File: src/rtl/prefix_subtractor_pipe.sv
// Two-stage pipelined subtractor: diff = a - b - borrow_in.
// The subtraction runs as a + ~b + ~borrow_in on a Kogge-Stone prefix network.
// The first SPLIT prefix levels run before the stage-1 register and the rest
// run after it. Both stages use valid/ready handshakes. Result fields only
// load when a valid beat moves into them, so they hold steady while idle.
module prefix_subtractor_pipe #(
    parameter int WIDTH = 32,
    parameter int SPLIT = $clog2(WIDTH) / 2
) (
    input  logic             clk,
    input  logic             rst_n,
    input  logic             in_valid,
    output logic             in_ready,
    input  logic [WIDTH-1:0] a,
    input  logic [WIDTH-1:0] b,
    input  logic             borrow_in,
    output logic             out_valid,
    input  logic             out_ready,
    output logic [WIDTH-1:0] diff,
    output logic             borrow_out,
    output logic             overflow,
    output logic             zero
);

    localparam int LEVELS = $clog2(WIDTH);

    // Applies prefix levels lo..hi-1 to a (G,P) vector and returns {G, P}.
    // Bits are walked from the top down, so each update still reads the
    // previous level's value at i - 2^k.
    function automatic logic [2*WIDTH-1:0] ks_levels(
        input logic [WIDTH-1:0] g_in,
        input logic [WIDTH-1:0] p_in,
        input int               lo,
        input int               hi
    );
        logic [WIDTH-1:0] g;
        logic [WIDTH-1:0] p;
        g = g_in;
        p = p_in;
        for (int k = lo; k < hi; k++) begin
            for (int i = WIDTH - 1; i >= (1 << k); i--) begin
                g[i] = g[i] | (p[i] & g[i - (1 << k)]);
                p[i] = p[i] & p[i - (1 << k)];
            end
        end
        return {g, p};
    endfunction

    // ---------------- handshake ----------------
    logic r_s1_valid;
    logic r_out_valid;
    logic w_s1_adv;
    logic w_s2_adv;

    assign w_s2_adv = ~r_out_valid | out_ready;
    assign w_s1_adv = ~r_s1_valid | w_s2_adv;
    assign in_ready = w_s1_adv;

    // ---------------- stage 1 (combinational) ----------------
    logic [WIDTH-1:0] w_bn;
    logic [WIDTH-1:0] w_p0;
    logic [WIDTH-1:0] w_g0;
    logic [WIDTH-1:0] w_g1;
    logic [WIDTH-1:0] w_p1;

    assign w_bn = ~b;
    assign w_p0 = a ^ w_bn;
    assign w_g0 = a & w_bn;
    assign {w_g1, w_p1} = ks_levels(w_g0, w_p0, 0, SPLIT);

    // ---------------- stage-1 registers ----------------
    logic [WIDTH-1:0] r_s1_p;   // per-bit propagate, needed for the sum bits
    logic [WIDTH-1:0] r_s1_g;   // partial group generate
    logic [WIDTH-1:0] r_s1_gp;  // partial group propagate
    logic             r_s1_c0;
    logic             r_s1_amsb;
    logic             r_s1_bmsb;

    // Stage-1 valid: refilled whenever stage 1 can advance.
    always_ff @(posedge clk or negedge rst_n) begin
        if (!rst_n) r_s1_valid <= 1'b0;
        else if (w_s1_adv) r_s1_valid <= in_valid;
    end

    // Stage-1 data: captured only for a real input transfer.
    always_ff @(posedge clk or negedge rst_n) begin
        if (!rst_n) begin
            r_s1_p    <= '0;
            r_s1_g    <= '0;
            r_s1_gp   <= '0;
            r_s1_c0   <= 1'b0;
            r_s1_amsb <= 1'b0;
            r_s1_bmsb <= 1'b0;
        end else if (w_s1_adv && in_valid) begin
            r_s1_p    <= w_p0;
            r_s1_g    <= w_g1;
            r_s1_gp   <= w_p1;
            r_s1_c0   <= ~borrow_in;
            r_s1_amsb <= a[WIDTH-1];
            r_s1_bmsb <= b[WIDTH-1];
        end
    end

    // ---------------- stage 2 (combinational) ----------------
    logic [WIDTH-1:0] w_g2;
    logic [WIDTH-1:0] w_p2;
    logic [WIDTH:0]   w_c;
    logic [WIDTH-1:0] w_diff;
    logic             w_borrow;
    logic             w_ovf;
    logic             w_zero;

    assign {w_g2, w_p2} = ks_levels(r_s1_g, r_s1_gp, SPLIT, LEVELS);

    // c_i = G[i-1:0] | P[i-1:0] & c_0, with c_0 = ~borrow_in.
    assign w_c      = {w_g2 | (w_p2 & {WIDTH{r_s1_c0}}), r_s1_c0};
    assign w_diff   = r_s1_p ^ w_c[WIDTH-1:0];
    assign w_borrow = ~w_c[WIDTH];
    assign w_ovf    = (r_s1_amsb ^ r_s1_bmsb) & (w_diff[WIDTH-1] ^ r_s1_amsb);
    assign w_zero   = ~|w_diff;

    // ---------------- output registers ----------------
    logic [WIDTH-1:0] r_diff;
    logic             r_borrow;
    logic             r_ovf;
    logic             r_zero;

    // Output valid: follows stage 1 whenever the output stage can advance.
    always_ff @(posedge clk or negedge rst_n) begin
        if (!rst_n) r_out_valid <= 1'b0;
        else if (w_s2_adv) r_out_valid <= r_s1_valid;
    end

    // Result fields: load only with a valid beat, otherwise hold.
    always_ff @(posedge clk or negedge rst_n) begin
        if (!rst_n) begin
            r_diff   <= '0;
            r_borrow <= 1'b0;
            r_ovf    <= 1'b0;
            r_zero   <= 1'b0;
        end else if (w_s2_adv && r_s1_valid) begin
            r_diff   <= w_diff;
            r_borrow <= w_borrow;
            r_ovf    <= w_ovf;
            r_zero   <= w_zero;
        end
    end

    assign out_valid  = r_out_valid;
    assign diff       = r_diff;
    assign borrow_out = r_borrow;
    assign overflow   = r_ovf;
    assign zero       = r_zero;

endmodule

File: config.mk
export PLATFORM = sky130hd
export DESIGN_NAME = prefix_subtractor_pipe
export DESIGN_NICKNAME = d
export VERILOG_FILES = /design/src/rtl/prefix_subtractor_pipe.sv
export SDC_FILE = /design/constraint.sdc
export NUM_CORES = 1
export LEC_CHECK = 0
export CORE_AREA = 2 2 120 122
export DETAILED_ROUTE_END_ITERATION = 10
export DIE_AREA = 0 0 122 124
export GPL_TIMING_DRIVEN = 0
export HOLD_SLACK_MARGIN = 0.06
export PLACE_DENSITY_LB_ADDON = 0.15
export SYNTH_ARGS = -nofsm -noshare
export SYNTH_HDL_FRONTEND = slang
export SYNTH_SLANG_ARGS = --single-unit
export TNS_END_PERCENT = 10
File: constraint.sdc
create_clock -name clk -period 5.7 [get_ports clk]
set_input_delay 0.57 -clock clk [delete_from_list [all_inputs] [get_ports clk]]
set_output_delay 0.57 -clock clk [all_outputs]
set_load 0.01 [all_outputs]
; Word-level counts from Yosys, hierarchy flattened
; Cells that the tools add are included.
[classes]
n_mul = 0
order_cmp = 0
shift = 0
n_eq_ne = 0
add_sub_neg = 0
div = 0
n_reduce_logical = 4
bitwise_logic = 402
muxes = 0
[op_table]
columns = cell, count
row1 = 1-bit AND, 259
row2 = 1-bit bitwise OR, 131
row3 = 32-bit AND, 2
row4 = 32-bit bitwise XOR, 2
row5 = 32-bit NOT, 1
row6 = 32-bit bitwise OR, 1
row7 = 32-bit OR reduction, 1
row8 = 1-bit NOT, 4
row9 = 1-bit logical AND, 2
row10 = 1-bit bitwise XOR, 2
row11 = 1-bit logical NOT, 1
[totals]
reg_bits = 136
latchBits = 0
memories = 0
wordCells = 418
output_inout_bits = 37
inputBits = 69
mem_bits_rw = 0
romBits = 0

; Depth between registers and ports, before layout
; Gate-level depths: netlist (run 1).
[depth]
word_depth = 10
depth_mapped = 8
ltp_nobuf = 8

; Worst setup path before layout (run 1)
; OpenSTA, ideal clock, no wires.
[synth_timing]
path_kind = input -> register
start = input out_ready
end = register r_s1_g[20]
stages = 5
t_arrival_ns = 1.744
setup_slack_ns = 3.820
path_buffers = 2
path_cell_list = nand3b_1 nand2_1 clkbuf_1 clkbuf_1 o21ai_0
[synth_between]
elab_chain_len = 3
[synth_rtl]
columns = element, line
row1 = from (decl), 18  ; input logic out_ready,
row2 = 1-bit bitwise OR, 55  ; assign w_s2_adv = ~r_out_valid | out_ready;
row3 = 1-bit bitwise OR, 56  ; assign w_s1_adv = ~r_s1_valid | w_s2_adv;
row4 = 1-bit logical AND, 94  ; end else if (w_s1_adv && in_valid) begin
row5 = to (signal assigned), 96  ; r_s1_g <= w_g1;
row6 = to (decl), 73  ; logic [WIDTH-1:0] r_s1_g;
; Every way passes these cells.
; A chain may end at the register's enable or synchronous reset.

; Final worst setup path (run 1)
[layout_timing]
start = input out_ready
end = register r_s1_gp[10]
[layout_between]
elab_chain_len = 3
[layout_rtl]
columns = element, line
row1 = 1-bit bitwise OR, 55
row2 = 1-bit bitwise OR, 56
row3 = 1-bit logical AND, 94
row4 = to (signal assigned), 97  ; r_s1_gp <= w_p1;
row5 = to (decl), 74  ; logic [WIDTH-1:0] r_s1_gp;
; Every way passes these cells.

==> results of run 1 <==
-- worst register-to-register path: cells and delay by family, from the launching register on --
kind                   cells  cell delay [ns]
buffers and inverters      2             1.17
AOI/OAI and AO/OA          1             0.12
and+or+nand+nor            3             0.63
DFF                        1             0.36
-- cell families (layout without fill, tap and decap cells) --
| group | after synthesis | in the layout | synth area share |
|---|---|---|---|
| xor gates and xnor gates | 21 | 21 | 0.0255 |
| buffers and inverters | 67 | 205 | 0.0359 |
| DFF | 135 | 135 | 0.469 |
| and+or+nand+nor | 208 | 208 | 0.130 |
| adders and majority gates | 33 | 33 | 0.0573 |
| muxes | 59 | 59 | 0.0920 |
| AOI/OAI and AO/OA | 215 | 215 | 0.190 |
-- cell usage after synthesis (15+ instances only) --
cell | n | share of area
a21o_1 | 23 | 0.024
a21oi_1 | 49 | 0.034
clkbuf_1 | 22 | 0.011
dfrtp_1 | 135 | 0.47
ha_1 | 33 | 0.057
inv_1 | 42 | 0.022
mux2_2 | 58 | 0.091
nand2_1 | 111 | 0.058
nand4_1 | 15 | 0.013
nor2_1 | 32 | 0.017
o21ai_0 | 73 | 0.051
o31ai_1 | 23 | 0.024
-- layout by cell type (no fill, tap or decap), drive strengths merged, types with 3 or more instances in the layout --
| cell type | Yosys | final |
|---|---|---|
| a31oi | 4 | 4 |
| and3 | 9 | 9 |
| xor2 | 10 | 10 |
| o21ai | 73 | 73 |
| nand2 | 111 | 111 |
| o31ai | 23 | 23 |
| o21bai | 4 | 4 |
| nand3 | 11 | 11 |
| dfrtp | 135 | 135 |
| nor2 | 32 | 32 |
| xnor2 | 11 | 11 |
| a311oi | 3 | 3 |
| nor3 | 8 | 8 |
| a21o | 23 | 23 |
| a211oi | 9 | 9 |
| clkdlybuf4s50 | 0 | 104 |
| bufinv | 0 | 5 |
| clkbuf | 22 | 40 |
| ha | 33 | 33 |
| buf | 3 | 5 |
| a211o | 3 | 3 |
| mux2 | 58 | 58 |
| o2111ai | 8 | 8 |
| a21oi | 51 | 51 |
| nand2b | 5 | 5 |
| clkinv | 0 | 5 |
| nand4 | 15 | 15 |
| inv | 42 | 44 |
| nor3b | 3 | 3 |
-- per-stage QoR --
stage | setup WS [ns] | instances | utilization
CTS | 3.08 | 1056 | 0.668
floorplan | 3.82 | 738 | -
global placement | -1.20 | 1023 | 0.619
detailed placement | 2.69 | 1024 | 0.621
finish | 3.06 | 1056 | 0.668
global route | 2.90 | 1056 | 0.668
-- state kept, by name (all words and copies together), names as in the netlist --
name and count:
diff 32, r_s1_g 32, r_s1_p 32, r_s1_gp 31, borrow_out 1, out_valid 1
overflow 1, r_s1_amsb 1, r_s1_bmsb 1, r_s1_c0 1, r_s1_valid 1, zero 1
-- metal layers --
metal / vias up / GRT usage
met5: - / 0
met3: 30 / 0.0440
met1: 3069 / 0.395
li1: 2909 / -
met2: 237 / 0.436
met4: 0 / 0.106
-- final timing paths --
path | cells after the start | start | to | slack [ns]
max | 7 | out_ready | r_s1_gp[10] | 3.06
min | 1 | rst_n | r_s1_amsb | 0.10
max reg2reg | 6 | r_s1_valid | r_s1_gp[10] | 3.33
min reg2reg | 2 | diff[10] | diff[10] | 0.48
max in group asynchronous | 2 | rst_n | r_s1_g[8] | 4.84
min in group clk | 2 | diff[10] | diff[10] | 0.48
-- power by group through the flow --
stage          logic [uW]  clock network [uW]  registers, uW
2_1_floorplan         490                   0           1340
3_3_place_gp          930                   0           1330
3_5_place_dp          949                   0           1340
4_1_cts               955                1220           1320
5_1_grt              1050                1270           1360
6_report              957                1220           1330
-- final cells by class --
type,count,area [sq um]
buffer,25,101
timing repair buffer,106,1080
multi-input combinational,536,3570
tap,180,225
fill,1130,4550
clock buffer,18,429
inverter,42,158
clock inverter,14,223
sequential,135,3380
==> results by group, run 1 <==
Outcome
  • Status: completed

Detailed routing
  • Met2 wire length: 9.10 mm
  • DRT iter0 DRCs: 406
  • DR pass1 iterations: 7
  • Remaining DRCs: 0
  • Post-route ant nets: 0
  • Routed length per instance: 18.7 um
  • Final WL: 19.8 mm
  • Vias: 6245
  • Wire length on met3: 1.45 mm
  • Via-per-instance ratio: 5.91
  • Top Layer Used: met4
  • DRT met1 WL: 8.85 mm

Critical path
  • WS Path Type: in2reg
  • Data required time at the worst endpoint: 6.03 ns
  • Startpoint Class: input pin
  • Slowest stage delay, CP: 0.59 ns
  • CP endpoint kind: register
  • Crit path cell chain: clkdlybuf4s50_1, nand3b_1, nand2_1, clkbuf_1, clkbuf_1, nand2_1, o21ai_0
  • CP Max Fanout: 10
  • Delay-heaviest family, CP: buffers and inverters
  • Arrival time at the worst endpoint: 2.97 ns
  • Worst Path Buf+Inv: 3
  • Slowest CP cell: clkbuf_1

Power
  • Pint: 2410 uW
  • Sw Ratio: 0.312
  • Combinational group share of total power: 0.273
  • Clock power frac: 0.347
  • Register share of total power: 0.379
  • Leak Pwr: 0.00404 uW
  • Pwr per Cell Area: 382 nW/um^2
  • Tot Pwr: 3500 uW
  • Switching pwr: 1090 uW
  • Worst VDD drop: 0.205 mV

Timing
  • Tcrit/Tclk final: 0.463
  • Number of setup violations in the final report: 0
  • WHS: 0.104 ns
  • Rel. slew slack: 0.520
  • Max Slew Vio Count: 0
  • RSZ-0062 raised after global routing: no
  • Hold Vio Cnt, Final: 0
  • Final Skew: 0.0122 ns
  • Highest clock rate: 379 MHz
  • Final min period: 2.64 ns
  • Fin Setup TNS: 0 ns
  • Worst Tran Pin Value: 0.720 ns

Placement
  • PortBufs: 105
  • Final GP Congestion: 0.879
  • Placed Instance Area: 8520 sq um
  • DP Wirelength: 15.1 mm

Job
  • Max-Cap Viols: 0

Finish
  • Layout cell share with drive strength beyond 1: 0.114
  • Area Growth Syn to Fin: 27.1%
  • Post-route cell area: 9170 sq um
  • Ant diodes: 0
  • Nets@finish: 965

Clock tree
  • Root buffer selected by CTS: clkbuf_16
  • CTS resizes: 0
  • Clock sinks: 135
  • CTS tree: done
  • CTS Buf Count: 17
  • # hold bufs at CTS: 0
  • Setup bufs post-CTS: 0
  • Worst skew pair latency: 0.43 ns
  • Max H-tree Level: 4
  • Clock-pin slew on the worst setup and hold paths: 0.06 ns
  • Max Buffers Root-to-Sink: 2

Synth
  • Sequential-to-total area share from yosys stat: 0.469
  • Post-Synthesis Cells: 738
  • Number of synthesized flops with an enable pin: 0
  • Post-synth cell types: 52
  • Yosys Warn Count: 0
  • Mapped Area: 7210 sq um
  • Post-synthesis async set-or-reset flop share: 1.00
  • Synth Net Count: 840
  • FF+latch count, synth: 135
  • Top FF cell, synth: dfrtp_1
  • Average size of a mapped cell: 9.77 sq um

Floorplanning
  • Die Area: 15100 sq um
  • Initial Util: 0.526
  • CORE AREA: 13700 sq um
  • Die Ht: 124 um
  • # rows: 43
  • Die Width: 122 um
  • Ports: 106

Global routing
  • Initial antenna violation count: 0
  • Largest net degree at the start of global routing: 80
  • Vias in the first global route: 6282
  • Gr usage total: 0.280
  • Grt total ovfl: 0
  • First-pass GRT wire length: 32.0 mm

Worst hold path
  • Min-Delay Path Class: in2async
Note: power is estimated with default switching activity, not from simulation.
==> run 2: changes to the inputs <==
Clock period 5.7 ns to 2.6 ns, I/O delays scaled along.
==> results by group, run 2 (synthesis results as in run 1) <==
Outcome
  • Status: completed

Timing
  • WHS: 0.366 ns
  • Fin Setup TNS: 0 ns
  • Final Skew: 0.00912 ns
  • RSZ-0062 raised after global routing: no
  • Hold Vio Cnt, Final: 0
  • PnR worst setup slack: 0.208 ns
  • Final min period: 2.39 ns
  • Worst Tran Pin Value: 0.753 ns
  • Rel. slew slack: 0.498
  • Tcrit/Tclk final: 0.920
  • Highest clock rate: 418 MHz
  • Max Slew Vio Count: 0
  • Number of setup violations in the final report: 0

Global routing
  • First-pass GRT wire length: 32.0 mm
  • Grt total ovfl: 0
  • Gr usage total: 0.280
  • Vias in the first global route: 6282
  • Initial antenna violation count: 0
  • Largest net degree at the start of global routing: 80

Floorplanning
  • CORE AREA: 13700 sq um
  • Ports: 106
  • Initial Util: 0.526
  • # rows: 43
  • Die Ht: 124 um
  • Die Area: 15100 sq um
  • Die Width: 122 um

Power
  • Pwr per Cell Area: 836 nW/um^2
  • Worst VDD drop: 0.449 mV
  • Leak Pwr: 0.00404 uW

Job
  • Max-Cap Viols: 0

Clock tree
  • Worst skew pair latency: 0.42 ns
  • # hold bufs at CTS: 1
  • Setup bufs post-CTS: 0
  • CTS resizes: 0
  • Clock-pin slew on the worst setup and hold paths: 0.06 ns
  • Clock sinks: 135
  • Root buffer selected by CTS: clkbuf_16
  • Max Buffers Root-to-Sink: 2
  • CTS Buf Count: 17
  • CTS tree: done
  • Max H-tree Level: 4

Finish
  • Commonest non-fill, non-tap cell in the layout: dfrtp_1
  • Multi-input combinational cell area: 3570 sq um
  • Layout cell share with drive strength beyond 1: 0.114
  • Area Growth Syn to Fin: 27.3%
  • Ant diodes: 0
  • FILL cells: 1131
  • Nets@finish: 966
  • Finished Core Util: 0.669
  • Commonest non-fill, non-tap cells in the layout: 135 x dfrtp_1, 111 x nand2_1, 104 x clkdlybuf4s50_1, 73 x o21ai_0, 58 x mux2_2
  • Fin cells: 1057
  • Sequential cell area: 3380 sq um

Critical path
  • WS Path Type: reg2reg
  • Data required time at the worst endpoint: 2.93 ns
  • FF-to-FF path depth: 6
  • Arrival time at the worst endpoint: 2.72 ns
  • Reg2Reg Capture Point: r_s1_gp[10]
  • CP Max Fanout: 10
  • R2r startpoint: r_s1_valid
  • Startpoint Class: register
  • CP endpoint kind: register
  • R2R setup slack: 0.21 ns

Detailed routing
  • DR pass1 iterations: 5
  • Vias: 6262
  • Routed length per instance: 18.7 um
  • Post-route ant nets: 0
  • Final WL: 19.7 mm
  • Via-per-instance ratio: 5.92
  • DRT iter0 DRCs: 443
  • Remaining DRCs: 0

Placement
  • DP Worst Slack: -0.0972 ns
  • Placed cell count: 1024
  • PortBufs: 105
  • Final GP Congestion: 0.879
  • DP Wirelength: 15.1 mm

Worst hold path
  • Min-Delay Path Class: in2async
==> run 2: cell count changes in the layout (fill, tap and decap cells not counted) <==
cell           delta
dlygate4sd3_1     +1
==> run 2: area by class of cell <==
cell class / count / share of cell area
buffer: 25 / 0.0110
tap: 180 / 0.0245
inverter: 42 / 0.0172
multi-input combinational: 536 / 0.389
sequential: 135 / 0.368
clock buffer: 18 / 0.0468
timing repair buffer: 107 / 0.119
clock inverter: 14 / 0.0243
==> run 2: worst max-delay path, cell delays in order, from the launching register on <==
cell and delay, ns:
dfrtp_1 0.36, nand3b_1 0.13, nand2_1 0.37, clkbuf_1 0.57
clkbuf_1 0.61, nand2_1 0.13, o21ai_0 0.12
==> run 2: worst max-delay path by stage <==
stage	slack [ns]	to	start
2_1_floorplan	0.77	zero	r_s1_c0
3_3_place_gp	-3.99	r_s1_p[10]	rst_n
3_5_place_dp	-0.1	r_s1_g[22]	out_ready
4_1_cts	0.22	zero	r_s1_c0
5_1_grt	0.05	r_s1_g[18]	r_s1_valid
6_report	0.21	r_s1_gp[10]	r_s1_valid
==> run 2: layer usage <==
layer / GRT usage / vias up / wire, um
met5: 0 / - / 0
met4: 0.106 / 0 / 402
met3: 0.0435 / 32 / 1460
met2: 0.436 / 245 / 8990
met1: 0.396 / 3067 / 8870
li1: - / 2918 / -
==> run 2: report_power, final <==
group	internal, uW	switching, uW
Clock	1710	950
Sequential	2530	381
Combinational	1040	1060
Total	5280	2390
==> run 2: metrics by stage <==
step | instance area [sq um] | total power, uW
6_report | 9180 | 7670
5_1_grt | 9180 | 8040
2_1_floorplan | 7210 | 4010
3_3_place_gp | 8490 | 4960
3_5_place_dp | 8520 | 5020
4_1_cts | 9180 | 7680
